===== src/rtl/trace_pkg.sv =====
// -----------------------------------------------------------------------------
// trace_pkg
// Shared types for the commit-trace arbiter.
//   XLEN               : width of address/data fields in a commit record
//   trace_rec_t        : one retired-instruction commit record (packed)
//   trace_arb_state_t  : arbiter grant state
// -----------------------------------------------------------------------------
package trace_pkg;

    localparam int XLEN = 32;

    // IDLE : free to arbitrate among the current requests
    // GRANT: a record was presented but not taken, so the grant stays locked
    typedef enum logic [0:0] {
        IDLE  = 1'b0,
        GRANT = 1'b1
    } trace_arb_state_t;

    typedef struct packed {
        logic [XLEN-1:0] ifu_adr;
        logic [31:0]     ifu_ins;
        logic            wbu_ena;
        logic [4:0]      wbu_idx;
        logic [XLEN-1:0] wbu_dat;
        logic            lsu_ena;
        logic            lsu_wen;
        logic            lsu_ren;
        logic [XLEN-1:0] lsu_adr;
        logic [1:0]      lsu_siz;
        logic [XLEN-1:0] lsu_wdt;
    } trace_rec_t;

endpackage


===== src/rtl/trace_fifo.sv =====
// -----------------------------------------------------------------------------
// trace_fifo
// Single-clock FIFO holding commit records for one hart. Read data is the
// registered head entry (no write-through bypass).
// Parameters: DEPTH (power of two, >= 2), WIDTH (record width in bits)
// Ports:
//   clk    in   clock
//   rst    in   asynchronous active-low reset, empties the FIFO
//   push   in   write wdata at the tail (ignored while full, even if popping)
//   pop    in   drop the head entry (ignored while empty)
//   wdata  in   record to write
//   rdata  out  head entry
//   full   out  DEPTH entries stored
//   empty  out  no entries stored
// -----------------------------------------------------------------------------
module trace_fifo
    import trace_pkg::*;
#(
    parameter int DEPTH = 4,
    parameter int WIDTH = $bits(trace_rec_t)
) (
    input  logic             clk,
    input  logic             rst,
    input  logic             push,
    input  logic             pop,
    input  logic [WIDTH-1:0] wdata,
    output logic [WIDTH-1:0] rdata,
    output logic             full,
    output logic             empty
);

    localparam int AW = $clog2(DEPTH);

    logic [WIDTH-1:0] mem_r [DEPTH];
    // One extra pointer bit tells full from empty when the indices match.
    logic [AW:0]      wr_ptr_r;
    logic [AW:0]      rd_ptr_r;
    logic             do_push_s;
    logic             do_pop_s;

    assign full  = (wr_ptr_r[AW] != rd_ptr_r[AW]) &&
                   (wr_ptr_r[AW-1:0] == rd_ptr_r[AW-1:0]);
    assign empty = (wr_ptr_r == rd_ptr_r);
    assign rdata = mem_r[rd_ptr_r[AW-1:0]];

    // Qualify requests against the registered occupancy flags.
    always_comb begin
        do_push_s = push & ~full;
        do_pop_s  = pop & ~empty;
    end

    // Read/write pointer registers.
    always_ff @(posedge clk or negedge rst) begin
        if (!rst) begin
            wr_ptr_r <= '0;
            rd_ptr_r <= '0;
        end else begin
            if (do_push_s) begin
                wr_ptr_r <= wr_ptr_r + 1'b1;
            end else begin
                wr_ptr_r <= wr_ptr_r;
            end
            if (do_pop_s) begin
                rd_ptr_r <= rd_ptr_r + 1'b1;
            end else begin
                rd_ptr_r <= rd_ptr_r;
            end
        end
    end

    // Storage array; contents are don't-care until written.
    always_ff @(posedge clk) begin
        if (do_push_s) begin
            mem_r[wr_ptr_r[AW-1:0]] <= wdata;
        end
    end

endmodule


===== src/rtl/trace_arb.sv =====
// -----------------------------------------------------------------------------
// trace_arb
// Shares one trace sink among CORES harts. Each hart pushes commit records
// into its own trace_fifo; a round-robin scheduler drains one record per
// cycle onto a single valid/ready output tagged with the hart index.
// Optional feature macro: TRACE_ARB_STAT_EN adds per-hart 64-bit transfer
// counters on port cnt.
// Parameters: CORES (1..16), DEPTH (power of two, >= 2)
// Ports:
//   clk       in   clock
//   rst       in   asynchronous active-low reset
//   in_vld    in   per-hart record valid
//   in_rec    in   per-hart commit record
//   in_rdy    out  per-hart FIFO not full
//   out_vld   out  record available
//   out_rec   out  selected record (zero while out_vld is low)
//   out_core  out  hart index of out_rec
//   out_rdy   in   sink accepts
//   cnt       out  per-hart transferred-record counters (TRACE_ARB_STAT_EN)
// -----------------------------------------------------------------------------
module trace_arb
    import trace_pkg::*;
#(
    parameter  int CORES = 2,
    parameter  int DEPTH = 4,
    localparam int CW    = (CORES > 1) ? $clog2(CORES) : 1
) (
    input  logic                   clk,
    input  logic                   rst,
    input  logic       [CORES-1:0] in_vld,
    input  trace_rec_t [CORES-1:0] in_rec,
    output logic       [CORES-1:0] in_rdy,
    output logic                   out_vld,
    output trace_rec_t             out_rec,
    output logic       [CW-1:0]    out_core,
    input  logic                   out_rdy
`ifdef TRACE_ARB_STAT_EN
    ,
    output logic [CORES-1:0][63:0] cnt
`endif
);

    localparam int RW = $bits(trace_rec_t);

    logic [CORES-1:0]         full_s;
    logic [CORES-1:0]         empty_s;
    logic [CORES-1:0]         push_s;
    logic [CORES-1:0]         pop_s;
    logic [CORES-1:0][RW-1:0] head_s;

    trace_arb_state_t state_r;
    trace_arb_state_t state_s;
    logic [CW-1:0]    grant_r;
    logic [CW-1:0]    grant_s;
    logic [CW-1:0]    ptr_r;
    logic [CW-1:0]    ptr_s;
    logic             xfer_s;

    // First requesting index at or after ptr, wrapping modulo CORES.
    function automatic logic [CW-1:0] rr_pick(input logic [CORES-1:0] req,
                                               input logic [CW-1:0]    ptr);
        logic [CW-1:0] sel;
        logic          found;
        int            idx;
        sel   = ptr;
        found = 1'b0;
        for (int k = 0; k < CORES; k++) begin
            idx = (int'(ptr) + k) % CORES;
            if (!found && req[idx]) begin
                sel   = CW'(idx);
                found = 1'b1;
            end
        end
        return sel;
    endfunction

    for (genvar i = 0; i < CORES; i++) begin : g_fifo
        trace_fifo #(
            .DEPTH (DEPTH),
            .WIDTH (RW)
        ) u_fifo (
            .clk   (clk),
            .rst   (rst),
            .push  (push_s[i]),
            .pop   (pop_s[i]),
            .wdata (in_rec[i]),
            .rdata (head_s[i]),
            .full  (full_s[i]),
            .empty (empty_s[i])
        );
    end

    // Push side: readiness comes only from registered occupancy.
    always_comb begin
        in_rdy = ~full_s;
        push_s = in_vld & ~full_s;
    end

    // Grant selection, output valid and next-state logic.
    always_comb begin
        state_s = state_r;
        grant_s = grant_r;
        ptr_s   = ptr_r;
        out_vld = 1'b0;
        xfer_s  = 1'b0;
        case (state_r)
            IDLE: begin
                if (|(~empty_s)) begin
                    grant_s = rr_pick(~empty_s, ptr_r);
                    out_vld = 1'b1;
                end else begin
                    grant_s = grant_r;
                    out_vld = 1'b0;
                end
            end
            GRANT: begin
                // Locked: later requests never preempt a presented record.
                grant_s = grant_r;
                out_vld = 1'b1;
            end
            default: begin
                grant_s = grant_r;
                out_vld = 1'b0;
            end
        endcase
        xfer_s = out_vld & out_rdy;
        if (xfer_s) begin
            ptr_s   = (grant_s == CW'(CORES - 1)) ? '0 : grant_s + 1'b1;
            state_s = IDLE;
        end else if (out_vld) begin
            state_s = GRANT;
        end else begin
            state_s = IDLE;
        end
    end

    // Pop the granted FIFO on a transfer.
    always_comb begin
        pop_s = '0;
        if (xfer_s) begin
            pop_s[grant_s] = 1'b1;
        end else begin
            pop_s = '0;
        end
    end

    // Output record is the registered head of the granted FIFO.
    always_comb begin
        out_core = grant_s;
        if (out_vld) begin
            out_rec = trace_rec_t'(head_s[grant_s]);
        end else begin
            out_rec = '0;
        end
    end

    // Arbiter state, grant and round-robin pointer registers.
    always_ff @(posedge clk or negedge rst) begin
        if (!rst) begin
            state_r <= IDLE;
            grant_r <= '0;
            ptr_r   <= '0;
        end else begin
            state_r <= state_s;
            grant_r <= grant_s;
            ptr_r   <= ptr_s;
        end
    end

`ifdef TRACE_ARB_STAT_EN
    logic [CORES-1:0][63:0] cnt_r;

    // Per-hart transfer counters, wrapping at 2^64.
    always_ff @(posedge clk or negedge rst) begin
        if (!rst) begin
            cnt_r <= '0;
        end else begin
            for (int i = 0; i < CORES; i++) begin
                if (pop_s[i]) begin
                    cnt_r[i] <= cnt_r[i] + 64'd1;
                end else begin
                    cnt_r[i] <= cnt_r[i];
                end
            end
        end
    end

    assign cnt = cnt_r;
`endif

endmodule


===== config.mk =====
export PLATFORM = sky130hd
export DESIGN_NAME = trace_arb
export DESIGN_NICKNAME = d
export VERILOG_FILES = /design/src/rtl/trace_pkg.sv /design/src/rtl/trace_fifo.sv /design/src/rtl/trace_arb.sv
export SDC_FILE = /design/constraint.sdc
export NUM_CORES = 1
export LEC_CHECK = 0
export BUFFER_PORTS_ARGS = -buffer_cell sky130_fd_sc_hd__buf_2
export CAP_MARGIN = 30
export CORE_MARGIN = 5
export CORE_UTILIZATION = 50
export DETAILED_ROUTE_END_ITERATION = 8
export PLACE_DENSITY_LB_ADDON = 0.1
export SYNTH_ARGS = -nofsm -noshare
export SYNTH_HDL_FRONTEND = slang
export SYNTH_HIERARCHICAL = 1
export SYNTH_SLANG_ARGS = --single-unit

===== constraint.sdc =====
create_clock -name clk -period 8.5 [get_ports clk]
set_clock_uncertainty 0.05 [all_clocks]
set_input_delay 1.7 -clock clk [delete_from_list [all_inputs] [get_ports clk]]
set_output_delay 1.7 -clock clk [all_outputs]
set_load 0.02 [all_outputs]

==> flow_metrics.tcl, run 1 <==
set metrics [dict create \
    outcome "complete, no violations" \
    cts_hold_buf 0 \
    grt_pass1_vias 27500 \
    cp_top_family "buffers and inverters" \
    path_clk_slew_ns 0.06 \
    worst_pin_slew_ns 1.14 \
    fp.coreArea_um2 107000 \
    path_buf_inv 3 \
    synth_top_area_share_pct 76.2 \
    synth_edf_count 1368 \
    area_delta_synth_final_pct 15.7 \
    min_period_ns 6.03 \
    postCtsSetupRepairBufs 0 \
    synth_seq_cells 1383 \
    ant_nets 0 \
    cts_tree "built" \
    ios 522 \
    p_leak_uw 0.0219 \
    gp_congestion 0.739 \
    drt-total-wl_mm 125 \
    dr.pass1.iters 8 \
    die_area_um2 115000 \
    drc 0 \
    n_fill_cell 7936 \
    cpPeakStageDelay_ns 0.90 \
    ir_drop_mv 0.395 \
    placedCellCount 4299 \
    final_core_util_pct 58.3 \
    num-nets-final 3399 \
    start_util_pct 50.4 \
    num_vias 26200 \
    worstPathRequired_ns 6.75 \
    via_per_inst 5.69 \
    portBuffers 521 \
    path_cells "buf_4, buf_4, mux4_2, nand2_1, mux2i_1, buf_2" \
    wl_per_cell_um 27.2 \
    reg2reg_slack_ns 3.51 \
    min_path_type "reg -> reg" \
    grt_pass1_wl_mm 183 \
    path_max_fanout 49 \
    netlist_instances 2473 \
    cts_max_level 4 \
    seq_area_frac_synth_pct 76.9 \
    cts_buffers 143 \
    num_rows 120 \
    synthTopCellsByArea "edfxtp_1 76%, mux4_2 14%, mux2i_1 3.2%" \
    multi_input_area_um2 11500 \
    cts_sinks 1383 \
    drive_above_1_share_pct 35.2 \
    async_flop_share_pct 1.08 \
    yosysWarnings 6 \
    dp_hpwl_mm 75.3 \
    ys_types 31 \
    rsz0062_at_grt "no" \
    cp_data_arrival_time_ns 4.28 \
    final_cells 4594 \
    clock-root-buffer "clkbuf_16" \
    finalHoldViolCount 0 \
    grt_max_degree 179 \
    fin_area_um2 62400 \
    end_kind "output pin" \
    dieHeight_um 338 \
    synth-main-ff-cell "edfxtp_1" \
    critical_path.slowest_cell "dfrtp_4" \
    track_usage_pct 21.7 \
    dpl_cell_area_um2 57800 \
    syn_area_per_cell_um2 21.8 \
    drv_slew 0 \
    cap_violations 0 \
    clk_latency_ns 0.72 \
    final.period_utilization_pct 70.9 \
    drt-initial-drc-count 2230 \
    slew_headroom_pct 24.3 \
    synth_nets 2830 \
    die_x_um 338 \
    power.density_nw_per_um2 395 \
    yosysTopAreaCell "edfxtp_1" \
    setup_violations 0 \
    cts_resized 0 \
    regArea_um2 41500 \
    antenna_found_initial 83 \
    final.setup.tns_ns 0 \
    path_class "reg -> out" \
    startpoint_type "flip-flop" \
    clockBufferDepth 3 \
    synth_area_um2 53900 \
    grt.overflow.total 0 \
    crit_top_cell "buf_4" \
    fmax_ghz 0.166 \
]
cells in the final DEF, fill, tap and decap left out, types with 17 or more instances in the layout:
cell       netlist  routed
clkinv_1         0      36
buf_4           10      29
mux2i_1        171     171
mux4_2         342     342
clkinv_2         0      17
buf_2           50     521
diode_2          0      42
edfxtp_1      1368    1368
nand2_1        349     349
clkbuf_16        0     149
clkbuf_1        19      30
sequential cells by signal, summed over array words and instances (netlist names):
name and count:
g_fifo.u_fifo/mem_r 1368, g_fifo.u_fifo/rd_ptr_r 6, g_fifo.u_fifo/wr_ptr_r 6, grant_r 1
ptr_r 1, state_r 1
cell usage after synthesis, drive strengths merged, types with 6 or more instances:
cell type and n:
xnor2 10, mux2i 171, inv 11, and3 6, dfrtp 15, ha 10, a21oi 8, buf 118
mux4 342, edfxtp 1368, o31ai 10, nand2 349, xor2 8, clkbuf 19
final timing paths:
path / end / cells past startpoint / start
setup / recovery: out_rec[160] / 6 / g_fifo[0].u_fifo/rd_ptr_r[1]$_DFFE_PN0P_
hold / removal: ptr_r$_DFFE_PN0P_ / 1 / ptr_r$_DFFE_PN0P_
setup reg to reg: g_fifo[1].u_fifo/mem_r[0][76]$_DFFE_PP_ / 7 / g_fifo[1].u_fifo/rd_ptr_r[0]$_DFFE_PN0P_
hold reg to reg: ptr_r$_DFFE_PN0P_ / 1 / ptr_r$_DFFE_PN0P_
max in group asynchronous: g_fifo[0].u_fifo/rd_ptr_r[1]$_DFFE_PN0P_ / 1 / rst
min in group asynchronous: g_fifo[1].u_fifo/wr_ptr_r[2]$_DFFE_PN0P_ / 1 / rst
cell families (layout without fill, tap and decap cells):
kind of cell | after synthesis | count (layout) | synth area share (%)
AO/OA/AOI/OAI | 27 | 27 | 0.374
XOR/XNOR | 18 | 18 | 0.376
adder cells (fa/ha/maj) | 10 | 10 | 0.232
buffers and inverters | 148 | 824 | 1.97
flip-flops | 1383 | 1383 | 76.9
multiplexers | 514 | 514 | 17.5
other | 0 | 42 | 0
AND/OR/NAND/NOR | 373 | 373 | 2.68
through the flow:
step	hold WS [ns]	setup WS, ns	power [uW]
6_report	0.451	2.47	24600
5_1_grt	0.491	2.19	25800
4_1_cts	0.462	2.28	25000
3_5_place_dp	0.450	3.10	19000
2_1_floorplan	0.421	0.653	16300
3_3_place_gp	0.444	3.08	18900
power by group:
part           switching, uW  internal [uW]  total (uW)
Sequential               481           9260        9740
Combinational           5510           3390        8900
Clock                   2470           3520        5990
final cells by class:
cell class | count | area share (%)
repair buffers | 561 | 4.91
diodes | 42 | 0.168
multi-input cells | 942 | 18.4
well taps | 1403 | 2.81
flip-flops and latches | 1383 | 66.5
clock inverters | 73 | 1.03
clock buffers | 179 | 6.16
inverters | 11 | 0.0662
metal layers:
layer	routed length, um	track usage (%)	vias to the layer above
met5	205	0	-
met4	3150	7.24	30
met3	8930	6.17	246
met2	64500	36.6	810
met1	48400	27.5	13800
li1	-	-	11300
No activity file was read; power rests on OpenSTA's default activity.
==> run 2, diff against run 1 <==
clock period = 6.21 ns   (was 8.5 ns; I/O delays follow)
==> run 2 against run 1 <==
  * Core utilization increased by 0.21 points
  * Final area increased by 0.36%
  * Register-to-register slack got worse by 2.2 ns
  * Highest routed layer unchanged
  * Critical path type unchanged
==> flow_metrics.tcl, run 2 (synthesized netlist as in run 1, its figures left out) <==
set metrics [dict create \
    min_path_type "in -> async" \
    dp_hpwl_mm 75.7 \
    antenna_found_initial 71 \
    grt_pass1_wl_mm 186 \
    p_leak_uw 0.0219 \
    postCtsSetupRepairBufs 0 \
    dr_wl_met3_mm 7.67 \
    portBuffers 521 \
    rsz0062_at_grt "no" \
    dr.pass1.iters 5 \
    drt-total-wl_mm 126 \
    die_x_um 338 \
    worstPathRequired_ns 4.92 \
    fmax_ghz 0.177 \
    path_max_fanout 56 \
    die_area_um2 115000 \
    drv_slew 0 \
    clockBufferDepth 3 \
    fp.coreArea_um2 107000 \
    ir_drop_mv 0.434 \
    cts_resized 0 \
    cts_buffers 142 \
    final.period_utilization_pct 91.0 \
    grt_max_degree 118 \
    worst_pin_slew_ns 1.04 \
    grt.overflow.total 0 \
    final_common_cell "edfxtp_1" \
    met1_length_mm 49.6 \
    area_delta_synth_final_pct 16.1 \
    finalHoldViolCount 0 \
    outcome "complete, no violations" \
    track_usage_pct 21.9 \
    reg2reg_slack_ns 1.35 \
    drive_above_1_share_pct 35.4 \
    final_cell_mix "1368 x edfxtp_1, 521 x buf_2, 349 x nand2_1" \
    cts_tree "built" \
    setup_violations 0 \
    drc 0 \
    timing.rr.start "g_fifo[1].u_fifo/rd_ptr_r[0]$_DFFE_PN0P_" \
    via_per_inst 5.69 \
    wl_per_cell_um 27.5 \
    cts_sinks 1383 \
    ios 522 \
    num-nets-final 3399 \
    routed.top_layer "met5" \
    num_vias 26100 \
    final_core_util_pct 58.5 \
    ant_nets 0 \
    path_class "reg -> out" \
    cp_data_arrival_time_ns 4.36 \
    final.setup.tns_ns 0 \
    power.density_nw_per_um2 541 \
    reg2regPathDepth 8 \
    gp_congestion 0.753 \
    cts_max_level 4 \
    cts_hold_buf 0 \
    startpoint_type "flip-flop" \
    drt-initial-drc-count 1933 \
    path_clk_slew_ns 0.06 \
    min_period_ns 5.65 \
    startpoint "g_fifo[0].u_fifo/rd_ptr_r[1]$_DFFE_PN0P_" \
    r2r-end "g_fifo[1].u_fifo/mem_r[1][25]$_DFFE_PP_" \
    start_util_pct 50.4 \
    largest_reg_flops 1368 \
    met2_length_mm 65.7 \
    critPathCapture "out_rec[150]" \
    clk_latency_ns 0.72 \
    grt_pass1_vias 27900 \
    clock-root-buffer "clkbuf_16" \
    num_rows 120 \
    dieHeight_um 338 \
    end_kind "output pin" \
    cap_violations 0 \
    slew_headroom_pct 30.5 \
]
==> run 2: changes by cell type in the layout (fill, tap and decap cells not counted), sizes merged <==
cell and delta:
clkinv -6, clkbuf +5, diode -4, buf +1, bufinv +1, clkinvlp +1, inv -1
==> run 2: final cells by class <==
class / instances / area [um^2]
fill: 7953 / 44500
sequential: 1383 / 41500
multi-input combinational: 942 / 11500
clock buffer: 184 / 3900
timing repair buffer: 562 / 3230
tap: 1403 / 1760
clock inverter: 68 / 644
antenna: 38 / 95.1
inverter: 11 / 41.3
==> run 2: power by group <==
group          internal (uW)  switching [uW]  leakage, uW
clock                   4920            3360      0.00221
combinational           4710            7720      0.00705
sequential             12700             520       0.0127
total                  22300           11600       0.0219
==> run 2: worst min-delay path by stage <==
stage	start	to	slack (ns)	cells after the start
finish	rst	g_fifo[1].u_fifo/wr_ptr_r[2]$_DFFE_PN0P_	0.39	1
global route	rst	g_fifo[1].u_fifo/wr_ptr_r[2]$_DFFE_PN0P_	0.38	1
CTS	rst	g_fifo[1].u_fifo/wr_ptr_r[2]$_DFFE_PN0P_	0.33	1
detailed placement	ptr_r$_DFFE_PN0P_	ptr_r$_DFFE_PN0P_	0.45	1
global placement	ptr_r$_DFFE_PN0P_	ptr_r$_DFFE_PN0P_	0.44	1
floorplan	ptr_r$_DFFE_PN0P_	ptr_r$_DFFE_PN0P_	0.42	1
==> run 2: per-layer routing <==
layer / vias to the layer above / global-route usage, %
met5: - / 0
met2: 721 / 37.3
li1: 11300 / -
met1: 13900 / 27.8
met4: 36 / 7.07
met3: 231 / 5.60
==> run 2: critical path, cell delays in order (launching register included) <==
cell     delay, ns
dfrtp_4       0.91
xor2_1        0.35
nor3_1        0.15
o32ai_4       0.40
buf_12        0.38
buf_4         0.59
mux2i_1       0.45
buf_2         0.25
==> run 2: metrics by stage <==
step | cells | cell area [um^2] | power (uW) | setup slack [ns] | hold slack (ns)
after floorplan | 2473 | 53900 | 22300 | 0.0318 | 0.421
after global placement | 4299 | 57900 | 25900 | 1.33 | 0.438
after detailed placement | 4301 | 58000 | 26100 | 1.29 | 0.447
after CTS | 4553 | 62500 | 34500 | 0.481 | 0.328
after global routing | 4573 | 62600 | 35500 | 0.261 | 0.379
final | 4591 | 62600 | 33900 | 0.559 | 0.393
==> run 3, diff against run 2 <==
BUFFER_PORTS_ARGS = default   (was -buffer_cell sky130_fd_sc_hd__buf_2)
DONT_BUFFER_PORTS = 1   (was default)
SYNTH_HIERARCHICAL = default   (was 1)
==> run 3 against run 2 <==
  * Die area increased by 0.11%
  * Combinational power decreased by 4%
  * Largest power group unchanged
  * Global-route usage decreased by 0.12 points
  * Sequential share of layout area increased by 2.7 points
  * Routed wire length decreased by 0.28%
==> flow_metrics.tcl, run 3 <==
set metrics [dict create \
    cts_buffers 143 \
    postCtsSetupRepairBufs 0 \
    synth_nets 2839 \
    fmax_ghz 0.170 \
    ir_drop_mv 0.513 \
    final.period_utilization_pct 94.8 \
    p_sw_share_pct 35.7 \
    final_cell_mix "1368 x edfxtp_1, 342 x mux4_2, 302 x o21ai_0" \
    drt-total-wl_mm 126 \
    synth_area_um2 54000 \
    p_int_uw 21400 \
    dp_hpwl_mm 75.4 \
    seq_area_frac_synth_pct 76.8 \
    clock-root-buffer "clkbuf_16" \
    clockBufferDepth 3 \
    min_period_ns 5.89 \
    timing.rr.start "g_fifo[0].u_fifo.rd_ptr_r[1]$_DFFE_PN0P_" \
    yosysTopAreaCell "edfxtp_1" \
    cap_violations 0 \
    synth.most_common_cell "edfxtp_1" \
    portBuffers 0 \
    final_common_cell "edfxtp_1" \
    min_path_type "in -> async" \
    netlist_instances 2482 \
    grt_max_degree 192 \
    placedCellCount 3757 \
    synth_seq_cells 1383 \
    clk_latency_ns 0.72 \
    dieHeight_um 339 \
    pwr-share-seq_pct 39.7 \
    num_vias 24600 \
    largest_reg_flops 1368 \
    drc 0 \
    fp.coreArea_um2 107000 \
    reg2regPathDepth 4 \
    cpPeakStageDelay_ns 0.83 \
    cts_resized 0 \
    drt-initial-drc-count 2095 \
    die_x_um 339 \
    synth_edf_count 1368 \
    cts_hold_buf 0 \
    area_delta_synth_final_pct 11.4 \
    p_clk_share_pct 24.5 \
    path_cells "xnor2_1, nand4b_1, buf_12, o21ai_0, mux2i_1" \
    comb_power_share_pct 35.8 \
    finalHoldViolCount 0 \
    path_buf_inv 1 \
    grt_pass1_vias 26000 \
    p_leak_uw 0.0191 \
    ios 522 \
    slew_headroom_pct 26.1 \
    via_per_inst 6.14 \
    rsz0062_at_grt "no" \
    power.density_nw_per_um2 555 \
    gp_congestion 0.752 \
    r2r-end "g_fifo[0].u_fifo.mem_r[3][33]$_DFFE_PP_" \
    final_cells 4013 \
    startpoint_type "flip-flop" \
    path_max_fanout 135 \
    final.setup.tns_ns 0 \
    met2_usage_pct 36.3 \
    antenna_found_initial 4 \
    die_area_um2 115000 \
    cp_top_family "simple AND/OR/NAND/NOR gates" \
    grt_pass1_wl_mm 182 \
    switching_power_uw 11900 \
    grt.met1_usage_pct 26.1 \
    ys_top_cells_by_count "1368 x edfxtp_1, 342 x mux4_2, 302 x o21ai_0" \
    start_util_pct 50.4 \
    dr.pass1.iters 7 \
    drive_above_1_share_pct 22.6 \
    synth-main-ff-cell "edfxtp_1" \
    yosysWarnings 0 \
    cp_data_arrival_time_ns 4.60 \
    num-nets-final 2858 \
    end_kind "output pin" \
    async_flop_share_pct 1.08 \
    synthTopCellsByArea "edfxtp_1 76%, mux4_2 14%, mux2i_1 3.2%" \
    path_clk_slew_ns 0.06 \
    use_met3_pct 9.41 \
    syn_area_per_cell_um2 21.7 \
    worstPathRequired_ns 4.92 \
    cts_max_level 4 \
    busiest_layer "met2" \
    n_fill_cell 7945 \
    path_class "reg -> out" \
    ys_types 30 \
    reg2reg_slack_ns 2.42 \
    cts_tree "built" \
    ant_nets 0 \
    synth_top_area_share_pct 76.1 \
    cts_sinks 1383 \
    wl_per_cell_um 31.4 \
    worst_pin_slew_ns 1.11 \
    track_usage_pct 21.8 \
    num_rows 120 \
    drv_slew 0 \
    grt.overflow.total 0 \
    outcome "complete, no violations" \
    setup_violations 0 \
    critical_path.slowest_cell "nand4b_1" \
]
## run 3: per-layer routing
layer / wire [um] / vias up
met4: 3120 / 2
met5: 10 / -
li1: - / 10500
met1: 46100 / 13200
met2: 63800 / 796
met3: 12900 / 157
## run 3: worst reg2reg max path: stages (launching register included)
cell and delay (ns):
dfrtp_4 0.84, xnor2_1 0.35, a31oi_1 0.66, and2_4 0.69, buf_4 0.77
## run 3: power by group through the flow
| stage | clock [uW] | combinational [uW] | sequential (uW) |
|---|---|---|---|
| 2_1_floorplan | 0 | 9080 | 13400 |
| 3_3_place_gp | 0 | 12100 | 13300 |
| 3_5_place_dp | 0 | 12200 | 13500 |
| 4_1_cts | 8350 | 12200 | 13300 |
| 5_1_grt | 8750 | 12700 | 13400 |
| 6_report | 8160 | 11900 | 13200 |
## run 3: metrics by stage
| step | hold WS, ns | utilization, % | total power, uW | instance area (um^2) | worst slack (ns) |
|---|---|---|---|---|---|
| 2_1_floorplan | 0.448 | - | 22500 | 54000 | 0.0186 |
| 3_3_place_gp | 0.463 | 51.8 | 25400 | 55500 | 0.981 |
| 3_5_place_dp | 0.467 | 51.8 | 25600 | 55600 | 1.10 |
| 4_1_cts | 0.0988 | 56.0 | 33800 | 60100 | 0.277 |
| 5_1_grt | 0.111 | 56.1 | 34900 | 60100 | 0.0805 |
| 6_report | 0.163 | 56.1 | 33300 | 60100 | 0.322 |
## run 3: final cells by class
cell class	count	area, um^2	area share (%)
diodes	2	5.00	0.00833
clock buffers	195	3970	6.61
clock inverters	57	499	0.830
inverters	8	30.0	0.0500
multi-input cells	920	11700	19.4
flip-flops and latches	1383	41500	69.0
well taps	1403	1760	2.92
repair buffers	45	698	1.16
## run 3: logic make-up (layout without fill, tap and decap cells)
kind of cell / count (synthesis) / after routing / synth area share [%]
DFF: 1383 / 1383 / 76.8
AOI/OAI and AO/OA: 352 / 352 / 3.30
adders and majority gates: 10 / 10 / 0.232
muxes: 516 / 516 / 17.5
other: 0 / 2 / 0
xor gates and xnor gates: 16 / 16 / 0.260
buffers and inverters: 179 / 305 / 1.62
and+or+nand+nor: 26 / 26 / 0.292
## run 3: worst max-delay path by stage
stage                                        startpoint                                      to  slack [ns]  cells after the start
6_report       g_fifo[1].u_fifo.rd_ptr_r[1]$_DFFE_PN0P_                             out_rec[69]        0.32                      5
5_1_grt        g_fifo[1].u_fifo.rd_ptr_r[1]$_DFFE_PN0P_                            out_rec[108]        0.08                      5
4_1_cts        g_fifo[1].u_fifo.rd_ptr_r[1]$_DFFE_PN0P_                             out_rec[69]        0.28                      5
3_5_place_dp   g_fifo[1].u_fifo.rd_ptr_r[1]$_DFFE_PN0P_                             out_rec[69]        1.10                      5
3_3_place_gp   g_fifo[0].u_fifo.rd_ptr_r[1]$_DFFE_PN0P_                             out_rec[69]        0.98                      5
2_1_floorplan                                 in_vld[0]  g_fifo[0].u_fifo.mem_r[3][0]$_DFFE_PP_        0.02                      3
